File: config.mk
export PLATFORM = sky130hd
export DESIGN_NAME = time_unit_counter
export DESIGN_NICKNAME = d
export VERILOG_FILES = /design/src/rtl/clock_pkg.sv /design/src/rtl/bin2bcd_2digit.sv /design/src/rtl/time_unit_counter.sv
export SDC_FILE = /design/constraint.sdc
export NUM_CORES = 1
export LEC_CHECK = 0
export CAP_MARGIN = 0
export CORE_ASPECT_RATIO = 0.9
export CORE_MARGIN = 3
export CORE_UTILIZATION = 40
export CTS_CLUSTER_DIAMETER = 100
export DETAILED_ROUTE_END_ITERATION = 8
export GPL_ROUTABILITY_DRIVEN = 0
export HOLD_SLACK_MARGIN = 0.06
export MAX_ROUTING_LAYER = met4
export PLACE_DENSITY = 0.67
export SLEW_MARGIN = 20
export SYNTH_ARGS = -nofsm -noshare
export SYNTH_HDL_FRONTEND = slang
export SYNTH_SLANG_ARGS = --single-unit
export TNS_END_PERCENT = 20
File: constraint.sdc
create_clock -name clk -period 2.4 [get_ports clk]
set_input_delay 0.24 -clock clk [delete_from_list [all_inputs] [get_ports clk]]
set_output_delay 0.24 -clock clk [all_outputs]
set_load 0.005 [all_outputs]
File: src/rtl/clock_pkg.sv
// Shared definitions for the clock field counters: button FSM states,
// per-field ranges and the default button timing.
package clock_pkg;

  typedef enum logic [1:0] {
    ST_IDLE   = 2'd0,
    ST_HOLD   = 2'd1,
    ST_REPEAT = 2'd2
  } btn_state_e;

  localparam int SEC_MIN_VAL   = 0;
  localparam int SEC_MAX_VAL   = 59;
  localparam int MIN_MIN_VAL   = 0;
  localparam int MIN_MAX_VAL   = 59;
  localparam int HOUR_MIN_VAL  = 0;
  localparam int HOUR_MAX_VAL  = 23;
  localparam int DAY_MIN_VAL   = 1;
  localparam int DAY_MAX_VAL   = 31;
  localparam int MONTH_MIN_VAL = 1;
  localparam int MONTH_MAX_VAL = 12;

  localparam int HOLD_CYCLES_DEF   = 500;
  localparam int REPEAT_CYCLES_DEF = 100;

  // Integer arguments keep the check free of constant unsigned compares when lo is 0.
  function automatic logic in_range(input int v, input int lo, input int hi);
    return (v >= lo) && (v <= hi);
  endfunction

endpackage

File: src/rtl/bin2bcd_2digit.sv
// Combinational binary to two-digit BCD split for values below 100.
module bin2bcd_2digit #(
  parameter int WIDTH = 5
) (
  input  logic [WIDTH-1:0] bin_i,
  output logic [3:0]       tens_o,
  output logic [3:0]       ones_o
);

  logic [6:0] bin_ext;

  assign bin_ext = 7'(bin_i);

  // Threshold compare instead of a divider: only ten tens values exist.
  always_comb begin
    tens_o = 4'd0;
    for (int k = 1; k < 10; k++) begin
      if (bin_ext >= 7'(10 * k)) begin
        tens_o = 4'(k);
      end
    end
    ones_o = 4'(bin_ext - 7'(10 * tens_o));
  end

endmodule

File: src/rtl/time_unit_counter.sv
// Modulo counter for one clock field: tick-driven count with carry, button
// setting with hold-to-repeat, parallel load and a BCD view of the value.
module time_unit_counter
  import clock_pkg::*;
#(
  parameter int MIN_VAL       = HOUR_MIN_VAL,
  parameter int MAX_VAL       = HOUR_MAX_VAL,
  parameter int WIDTH         = 5,
  parameter int RESET_VAL     = 0,
  parameter int HOLD_CYCLES   = HOLD_CYCLES_DEF,
  parameter int REPEAT_CYCLES = REPEAT_CYCLES_DEF
) (
  input  logic             clk,
  input  logic             rst_n,
  input  logic             tick,
  input  logic             set_up,
  input  logic             set_dn,
  input  logic             load_en,
  input  logic [WIDTH-1:0] load_val,
  output logic [WIDTH-1:0] value,
  output logic             carry,
  output logic             load_err,
  output logic [3:0]       bcd_tens,
  output logic [3:0]       bcd_ones
);

  localparam int TIMER_MAX = (HOLD_CYCLES > REPEAT_CYCLES) ? HOLD_CYCLES : REPEAT_CYCLES;
  localparam int TIMER_W   = $clog2(TIMER_MAX);

  localparam logic [WIDTH-1:0]   MIN_W       = WIDTH'(MIN_VAL);
  localparam logic [WIDTH-1:0]   MAX_W       = WIDTH'(MAX_VAL);
  localparam logic [WIDTH-1:0]   RESET_W     = WIDTH'(RESET_VAL);
  localparam logic [TIMER_W-1:0] HOLD_LOAD   = TIMER_W'(HOLD_CYCLES - 1);
  localparam logic [TIMER_W-1:0] REPEAT_LOAD = TIMER_W'(REPEAT_CYCLES - 1);

  btn_state_e         state_q;
  logic [TIMER_W-1:0] timer_q;
  logic               dir_up_q;

  logic [WIDTH-1:0] value_q, value_d;
  logic             carry_q, carry_d;
  logic             load_err_q, load_err_d;

  logic active;
  logic dir_up;
  logic dir_change;
  logic btn_step;

  // Both buttons pressed together is treated as no button at all.
  assign active     = set_up ^ set_dn;
  assign dir_up     = set_up;
  assign dir_change = (dir_up != dir_up_q);

  always_comb begin
    btn_step = 1'b0;
    case (state_q)
      ST_IDLE:             btn_step = active;
      ST_HOLD, ST_REPEAT:  btn_step = active && (dir_change || (timer_q == '0));
      default:             btn_step = 1'b0;
    endcase
  end

  always_ff @(posedge clk or negedge rst_n) begin
    if (!rst_n) begin
      state_q  <= ST_IDLE;
      timer_q  <= '0;
      dir_up_q <= 1'b0;
    end else begin
      case (state_q)
        ST_IDLE: begin
          if (active) begin
            state_q  <= ST_HOLD;
            timer_q  <= HOLD_LOAD;
            dir_up_q <= dir_up;
          end
        end
        ST_HOLD, ST_REPEAT: begin
          if (!active) begin
            state_q <= ST_IDLE;
            timer_q <= '0;
          end else if (dir_change) begin
            state_q  <= ST_HOLD;
            timer_q  <= HOLD_LOAD;
            dir_up_q <= dir_up;
          end else if (timer_q == '0) begin
            state_q <= ST_REPEAT;
            timer_q <= REPEAT_LOAD;
          end else begin
            timer_q <= timer_q - TIMER_W'(1);
          end
        end
        default: begin
          state_q <= ST_IDLE;
          timer_q <= '0;
        end
      endcase
    end
  end

  // A step or tick that loses to a higher-priority event this cycle is simply lost.
  always_comb begin
    value_d    = value_q;
    carry_d    = 1'b0;
    load_err_d = 1'b0;
    if (load_en) begin
      if (in_range(int'(load_val), MIN_VAL, MAX_VAL)) begin
        value_d = load_val;
      end else begin
        load_err_d = 1'b1;
      end
    end else if (btn_step) begin
      if (dir_up) begin
        value_d = (value_q == MAX_W) ? MIN_W : value_q + WIDTH'(1);
      end else begin
        value_d = (value_q == MIN_W) ? MAX_W : value_q - WIDTH'(1);
      end
    end else if (tick) begin
      if (value_q == MAX_W) begin
        value_d = MIN_W;
        carry_d = 1'b1;
      end else begin
        value_d = value_q + WIDTH'(1);
      end
    end
  end

  always_ff @(posedge clk or negedge rst_n) begin
    if (!rst_n) begin
      value_q    <= RESET_W;
      carry_q    <= 1'b0;
      load_err_q <= 1'b0;
    end else begin
      value_q    <= value_d;
      carry_q    <= carry_d;
      load_err_q <= load_err_d;
    end
  end

  assign value    = value_q;
  assign carry    = carry_q;
  assign load_err = load_err_q;

  bin2bcd_2digit #(
    .WIDTH (WIDTH)
  ) u_bcd (
    .bin_i  (value_q),
    .tens_o (bcd_tens),
    .ones_o (bcd_ones)
  );

endmodule

After elaboration in Yosys (flattened, before gate mapping)
Index checks and enable logic that the tools add are counted.

$add $sub $neg: 4. Multiply operators: 1. $lt $le $gt $ge: 10. Equality and inequality tests: 9. Mux-type cells: 37. Bitwise gates (word level): 1. Reductions and logical operators: 11.

Operators with widths (count): 9-bit 2-to-1 mux (4); 5-bit 2-to-1 mux (7); 5-bit by 7-bit >= comparator with 1-bit output, second input constant (3); 5-bit by 6-bit >= comparator with 1-bit output, second input constant (3); 9-bit case mux with 2 select lines (1); 2-bit 2-to-1 mux (6); 3-bit 2-to-1 mux (4); 5-bit >= comparator, second input constant (2); 1-bit 2-to-1 mux (10); 9-bit zero test (1); 9-bit by 1-bit subtractor with 9-bit output, second input constant (1); 4-bit 2-to-1 mux (2); 2-bit != test, second input constant (3); 5-bit by 1-bit adder with 5-bit output, second input constant (1); 5-bit == test, second input constant (1); 5-bit by 4-bit >= comparator with 1-bit output, second input constant (1); 5-bit less-or-equal comparator, second input constant (1); 5-bit zero test (1); 5-bit by 1-bit subtractor with 5-bit output, second input constant (1); 3-bit by 4-bit multiplier with 3-bit output, first input constant (1); 4-bit != test, second input constant (1); 1-bit case mux with 2 select lines (2); 2-bit case mux with 2 select lines (1); 2-bit AND reduction (2); other kinds (13) (13).

Flip-flop bits (word level): 19. Input bits: 11. Output and inout bits: 15. Logic and storage cells: 79.

Longest topological paths before layout
Gate-level depths: netlist (run 1).

Word-level depth: 12. Gate-level depth with buffers: 9. Mapped depth without buffers: 7.

Hierarchy
Synthesis (run 1) repeated with hierarchy kept, for this count alone.

Cells, all modules: 193. Area total of the unflattened synthesis: 1595.3 µm².

Modules (own cells, without submodules): time_unit_counter (instances 1, cells each 175, area each 1451.4 µm², seq. area each 475.5 µm²); bin2bcd_2digit (instances 1, cells each 18, area each 143.9 µm², seq. area each 0.0 µm²).

Worst setup path after synthesis (run 1)
OpenSTA, ideal clock, no wires.

Kind: register to output. Start: register value_q[2] (netlist: value[2]). End: output bcd_ones[3]. Arrival time: 1.833 ns. Required time: 2.160 ns. Path slack: 0.327 ns. Cell stages (with the launch flop): 9. Path buffers: 1. Cells stage by stage: dfrtp_1 clkbuf_1 nor2_1 o21ai_0 a22o_1 ha_1 inv_1 fa_1 xnor2_1.

Cells in the longest elaborated chain, start to end: 12. Elaborated cells on any way between the ends: 20. Classes of those cells: 1 x add/sub; 1 x mul; 9 x order compare; 9 x mux.

Ends and longest elaborated chain: start, declared (line time_unit_counter.sv:40) `logic [WIDTH-1:0] value_q, value_d;`; start signal, assigned (line time_unit_counter.sv:133) `value_q <= value_d;`; 5-bit by 4-bit >= comparator with 1-bit output (line bin2bcd_2digit.sv:18) `if (bin_ext >= 7'(10 * k)) begin`; 1-bit 2-to-1 mux (line bin2bcd_2digit.sv:18); 2-bit 2-to-1 mux (2 in series) (line bin2bcd_2digit.sv:18); 3-bit 2-to-1 mux (4 in series) (line bin2bcd_2digit.sv:18); 4-bit 2-to-1 mux (line bin2bcd_2digit.sv:18); 4-bit 2-to-1 mux * (line bin2bcd_2digit.sv:18); net bcd_tens[0] (line time_unit_counter.sv:23) `output logic [3:0] bcd_tens,`; 3-bit by 4-bit multiplier with 3-bit output * (line bin2bcd_2digit.sv:22) `ones_o = 4'(bin_ext - 7'(10 * tens_o));`; 4-bit subtractor * (line bin2bcd_2digit.sv:22); end, declared (line time_unit_counter.sv:24) `output logic [3:0] bcd_ones`.

The timed path passes the listed nets; every way through them passes the cells marked *.

Final worst setup path (run 1)
Start: register value_q[2] (netlist: value[2]). End: output bcd_ones[3].

Cells in the longest elaborated chain, start to end: 12. Elaborated cells on any way between the ends: 20. Classes of those cells: 1 x add/sub; 1 x mul; 9 x order compare; 9 x mux.

Ends and longest elaborated chain (line): 5-bit by 4-bit >= comparator with 1-bit output (bin2bcd_2digit.sv:18); 1-bit 2-to-1 mux (bin2bcd_2digit.sv:18); 2-bit 2-to-1 mux (2 in series) (bin2bcd_2digit.sv:18); 3-bit 2-to-1 mux (4 in series) (bin2bcd_2digit.sv:18); 4-bit 2-to-1 mux (2 in series) (bin2bcd_2digit.sv:18); 3-bit by 4-bit multiplier with 3-bit output (bin2bcd_2digit.sv:22); 4-bit subtractor * (bin2bcd_2digit.sv:22).

Mark *: on every way between the ends. The rest lies on a longest branch, timed or not.

==> flow_summary.yaml, run 1 <==
worst_setup_path:
  start_kind: "register"
  cp_slowest_cell: "dfrtp_1"
  r2r_cells: 7
  r2r_slack_ps: 200
  path_buf_inv: 2
  worstPathArrival_ps: 2040
  worst_ep_required_time_ps: 2160
  cp_max_fo: 5
  critPathTopFamily: "adder cells"
  worstReg2RegEnd: "value[0]$_DFFE_PN0P_"
  slowest_delay_ps: 430
  crit_path_cell_trace: "nor2_2 -> o21ai_1 -> a22o_1 -> ha_1 -> inv_1 -> fa_1 -> xnor2_1 -> clkdlybuf4s15_1"
  rr_startpoint: "state_q[0]$_DFFE_PN0P_"
  endpoint_kind: "output pin"
  critical_path_class: "register to output pin"
synth:
  ys_seq_area_share_pct: 31.9
  async_reset_ff_share_pct: 100
  syn_inst: 177
  avgSynthCellArea_um2: 8.43
  ys.flop_type: "dfrtp_1"
  synth_cell_type_count: 57
  synth-seq-cells: 19
  syn-cell-area_mm2: 0.00149
  synth_edf_count: 0
  yosysWarnings: 0
power:
  leakagePower_uw: 0.000804
  power.density_mw_per_mm2: 1110
  ir_worst_vdd_mv: 0.508
global_route:
  grt_pass1_vias: 1336
  grt_max_degree: 20
  antenna_found_initial: 0
  grt_usage_pct: 17.3
  gr-total-overflow: 0
  grt_pass1_wl_mm: 6.30
sta:
  slew_violations: 0
  slew_headroom_pct: 66.0
  max_freq_ghz: 0.439
  setup-tns-final_ps: 0
  rsz0062_at_grt: "no"
  fin_crit_ps: 2280
  setup_viol: 0
  hold_viol: 0
  worst_clock_skew_ps: 11.5
  min_period_over_period_pct: 94.9
  worst_pin_slew_ps: 506
clocking:
  h-tree-depth: 1
  cts_inserted_buffers: 3
  cts_sinks: 19
  cts_tree: "done"
  cts.path.max_buffers: 2
  clk_pin_slew_worst_paths_ps: 80
  ctsRootBufferMaster: "clkbuf_8"
  worstSkewPairLatency_ps: 250
detailed_routing:
  dr.pass1.iters: 4
  vias_per_cell: 5.87
  wire_per_inst_um: 14.8
  drc: 0
  drtIter0Drc: 95
  num_vias: 1455
  ant_nets: 0
  wl_mm: 3.68
finish:
  fin_area_mm2: 0.00185
  syn_to_final_growth_pct: 23.6
  fin_nets: 223
  drive_gt1_share_pct: 10.3
  final_cell_mix: "clkdlybuf4s50_1 (21), dfrtp_1 (19), nand2_1 (17), inv_1 (12), o21ai_0 (11)"
  n_antenna_cell: 0
  final_common_cell: "clkdlybuf4s50_1"
  fillers: 331
run:
  cap_violations: 0
min_path:
  hp-class: "input port to asynchronous set/reset pin"
floorplan:
  core_area_mm2: 0.00348
  dieArea_mm2: 0.00450
  die_y_um: 64.0
  initial_core_util_pct: 42.9
  die_x_um: 70.4
  ioPinCount: 26
  row_count: 20
placed_design:
  dp_hpwl_mm: 2.87
  portBuffers: 23
  placed_area_mm2: 0.00179
outcome:
  outcome: "completed"
==> registers in the layout, indices dropped and copies added (netlist names) <==
register and cells:
timer_q 9, load_err 1, value 5, state_q 2, dir_up_q 1, carry 1
==> kinds of logic after synthesis <==
family | share of synthesized area [%]
DFF | 31.9
buffers and inverters | 7.54
muxes | 4.44
AOI/OAI and AO/OA | 23.8
other | 0.251
xor gates and xnor gates | 2.93
adders and majority gates | 6.37
and+or+nand+nor | 22.8
==> metal layers <==
layer | share of wire [%] | global-route usage [%] | wire length, um
met1 | 49 | 24.7 | 1810
met2 | 47 | 27.3 | 1710
met3 | 3.6 | 2.04 | 132
met5 | 0 | - | 0
met4 | 0.60 | 1.91 | 22
==> cell type report <==
cell class / count / area, um2 / area share [%]
repair buffers: 33 / 304 / 16.5
clock buffers: 4 / 45.0 / 2.44
well taps: 44 / 55.1 / 2.98
inverters: 13 / 48.8 / 2.64
flip-flops and latches: 19 / 475 / 25.8
multi-input cells: 135 / 917 / 49.7
==> power breakdown <==
part	switching [uW]	leakage [uW]	internal [uW]
sequential	144	0.000232	438
clock	102	0.0000228	118
combinational	630	0.000549	616
total	876	0.000804	1170
==> how the worst max path moves through the flow <==
| stage | startpoint | end | cells past startpoint |
|---|---|---|---|
| global placement | set_up | carry$_DFF_PN0_ | 5 |
| floorplan | value[2]$_DFFE_PN0P_ | bcd_ones[3] | 8 |
| finish | value[2]$_DFFE_PN0P_ | bcd_ones[3] | 8 |
| global route | value[2]$_DFFE_PN0P_ | bcd_ones[2] | 7 |
| CTS | value[2]$_DFFE_PN0P_ | bcd_ones[3] | 8 |
| detailed placement | value[2]$_DFFE_PN0P_ | bcd_ones[3] | 8 |
==> through the flow <==
step / util, % / std cells / hold WS, ps / setup slack (ps) / total power, uW
6_report: 53.1 / 248 / 317 / 122 / 2050
4_1_cts: 52.8 / 248 / 327 / 58.1 / 2020
5_1_grt: 53.1 / 248 / 359 / 7.89 / 2230
2_1_floorplan: - / 178 / -55.6 / 327 / 1330
3_5_place_dp: 51.3 / 243 / 488 / 34.5 / 1820
3_3_place_gp: 51.3 / 243 / 469 / 175 / 1780
==> worst register-to-register path, delay by kind of cell (launching register included) <==
kind,cells,cell delay (ps)
AND/OR/NAND/NOR,3,700
AO/OA/AOI/OAI,1,280
adder cells (fa/ha/maj),1,340
multiplexers,1,300
buffers and inverters,1,70
flip-flops,1,390
==> cell usage after synthesis (2+ instances only) <==
cell type | n | area, um2
a21o_1 | 2 | 15.0
nor4b_1 | 2 | 17.5
ha_1 | 6 | 75.1
buf_2 | 3 | 15.0
o311ai_1 | 2 | 17.5
a211oi_1 | 2 | 15.0
xnor2_1 | 3 | 26.3
a211o_1 | 2 | 17.5
o21ai_1 | 2 | 10.0
nor4_1 | 3 | 18.8
clkbuf_1 | 4 | 15.0
a21oi_1 | 5 | 25.0
a311oi_1 | 2 | 17.5
nor2_1 | 9 | 33.8
buf_4 | 3 | 22.5
nand3_1 | 5 | 25.0
mux2i_1 | 4 | 40.0
or3_1 | 6 | 37.5
nand2_1 | 17 | 63.8
a22o_1 | 3 | 26.3
xor2_1 | 2 | 17.5
and3_1 | 2 | 12.5
nor3_1 | 10 | 50.1
o21ai_0 | 12 | 60.1
nand4_1 | 2 | 12.5
inv_1 | 12 | 45.0
a31oi_1 | 2 | 12.5
a22oi_1 | 2 | 15.0
dfrtp_1 | 19 | 475
nand2b_1 | 2 | 12.5
==> repair_timing <==
item                                    4_1_cts  5_1_grt
pin swaps                                     0        1
hold buffers                                  0        0
endpoints found under the setup margin        2        3
buffers inserted                              1        0
resized for setup                             3        3
Power figures use the tool's default switching activity.
==> run 2: changes to the inputs <==
PLACE_DENSITY = unset   (was 0.67)
==> run 2 against run 1 <==
  * Sequential share of layout area fell by 0.86 points
  * Non-clock buffer count rose by 9
  * Flip-flop and latch count did not move
  * Final area increased by 3.5%
  * Largest cell class unchanged
  * Largest power group unchanged
==> flow_summary.yaml, run 2 (same netlist as run 1, synthesis figures left out) <==
outcome:
  outcome: "completed"
detailed_routing:
  drc: 0
  vias_per_cell: 5.77
  wire_per_inst_um: 15.2
  wl_mm: 3.91
  num_vias: 1482
  drtIter0Drc: 126
  dr.pass1.iters: 4
  ant_nets: 0
power:
  power.density_mw_per_mm2: 1120
  ir_worst_vdd_mv: 0.580
  leakagePower_uw: 0.000851
placed_design:
  dp.cells: 248
  dp_hpwl_mm: 3.07
  portBuffers: 23
finish:
  final_common_cell: "clkdlybuf4s50_1"
  n_antenna_cell: 0
  top_register: "timer_q"
  drive_gt1_share_pct: 14.6
  stdcell_count: 257
  fin_nets: 232
  final_cell_mix: "clkdlybuf4s50_1 (21), dfrtp_1 (19), buf_4 (19), nand2_1 (17), inv_1 (12)"
  postLayoutCoreUtil_pct: 54.9
  largest_reg_flops: 9
  syn_to_final_growth_pct: 27.9
worst_setup_path:
  endpoint_kind: "output pin"
  worstPathArrival_ps: 2030
  cp_max_fo: 4
  crit_path_cell_trace: "nor2_2 -> o21ai_2 -> a22o_1 -> ha_1 -> inv_1 -> fa_1 -> dlygate4sd2_1"
  worst_ep_required_time_ps: 2160
  slowest_delay_ps: 420
  critPathTopFamily: "adder cells"
  start_kind: "register"
  path_buf_inv: 2
  r2r_cells: 9
  cp_slowest_cell: "dfrtp_1"
  critical_path_class: "register to output pin"
  worst-path-stages: 7
floorplan:
  core_area_mm2: 0.00348
  die_y_um: 64.0
  row_count: 20
  dieArea_mm2: 0.00450
  initial_core_util_pct: 42.9
  die_x_um: 70.4
  ioPinCount: 26
run:
  cap_violations: 0
global_route:
  grt-busiest-layer: "met2"
  antenna_found_initial: 0
  grt_pass1_wl_mm: 6.69
  grt_max_degree: 20
  gr-total-overflow: 0
  use_met2_pct: 27.7
  grt_usage_pct: 18.8
  grt_pass1_vias: 1428
  use_met1_pct: 25.7
  met3_usage_pct: 5.82
min_path:
  hp-class: "input port to asynchronous set/reset pin"
clocking:
  cts.path.max_buffers: 2
  cts_sinks: 19
  clk_pin_slew_worst_paths_ps: 70
  worstSkewPairLatency_ps: 260
  hold_buffers: 0
  ctsRootBufferMaster: "clkbuf_8"
  cts_inserted_buffers: 3
  cts_tree: "done"
  h-tree-depth: 1
sta:
  slew_violations: 0
  rsz0062_at_grt: "yes"
  slew_headroom_pct: 66.1
  hold_viol: 0
  setup-tns-final_ps: 0
  worst_clock_skew_ps: 2.80
  worst_pin_slew_ps: 504
  min_period_over_period_pct: 94.6
  fin_crit_ps: 2270
  max_freq_ghz: 0.441
  setup_viol: 0
## run 2: cell type report
cell class / instances / area (um2)
fillers: 324 / 1570
clock buffers: 4 / 45.0
flip-flops and latches: 19 / 475
multi-input cells: 135 / 915
inverters: 13 / 48.8
repair buffers: 42 / 370
well taps: 44 / 55.1
## run 2: worst register-to-register path: cells and delay by family, from the launching register on
family          cells  cell delay [ps]
buf+inv             3              380
flops               1              390
compound gates      3              790
fa+ha+maj           1              240
simple gates        2              360
## run 2: metrics by stage
step                power [uW]  hold slack, ps  setup WS (ps)  instance area [um2]
floorplan                 1330           -55.6            327                 1500
global route              2330             326          -10.9                 1910
finish                    2130             306            130                 1910
CTS                       2100             315            120                 1890
global placement          1820             468            200                 1820
detailed placement        1850             469            100                 1820
## run 2: routing by layer
metal | vias up | share of wire [%]
li1 | 721 | -
met1 | 706 | 48
met2 | 49 | 45
met3 | 6 | 6.9
met4 | 0 | 0.79
met5 | - | 0
## run 2: final timing paths
check / endpoint / from / slack [ps]
worst min-delay path: timer_q[5]$_DFFE_PN0N_ / rst_n / 310
max in group asynchronous: value[2]$_DFFE_PN0P_ / rst_n / 1890
worst max register to register: value[2]$_DFFE_PN0P_ / timer_q[0]$_DFFE_PN0N_ / 200
min in group clk: timer_q[8]$_DFFE_PN0N_ / timer_q[8]$_DFFE_PN0N_ / 490
worst max-delay path: bcd_ones[2] / value[1]$_DFFE_PN0P_ / 130
worst min register to register: timer_q[8]$_DFFE_PN0N_ / timer_q[8]$_DFFE_PN0N_ / 490
## run 2: what timing repair did
action,in CTS,in global routing
setup endpoints to repair,2,3
pin swaps,1,2
setup buffers,3,2
resized for setup,3,2
## run 2: power breakdown
| group | switching, uW | internal (uW) |
|---|---|---|
| combinational | 652 | 674 |
| sequential | 138 | 438 |
| clock | 111 | 118 |
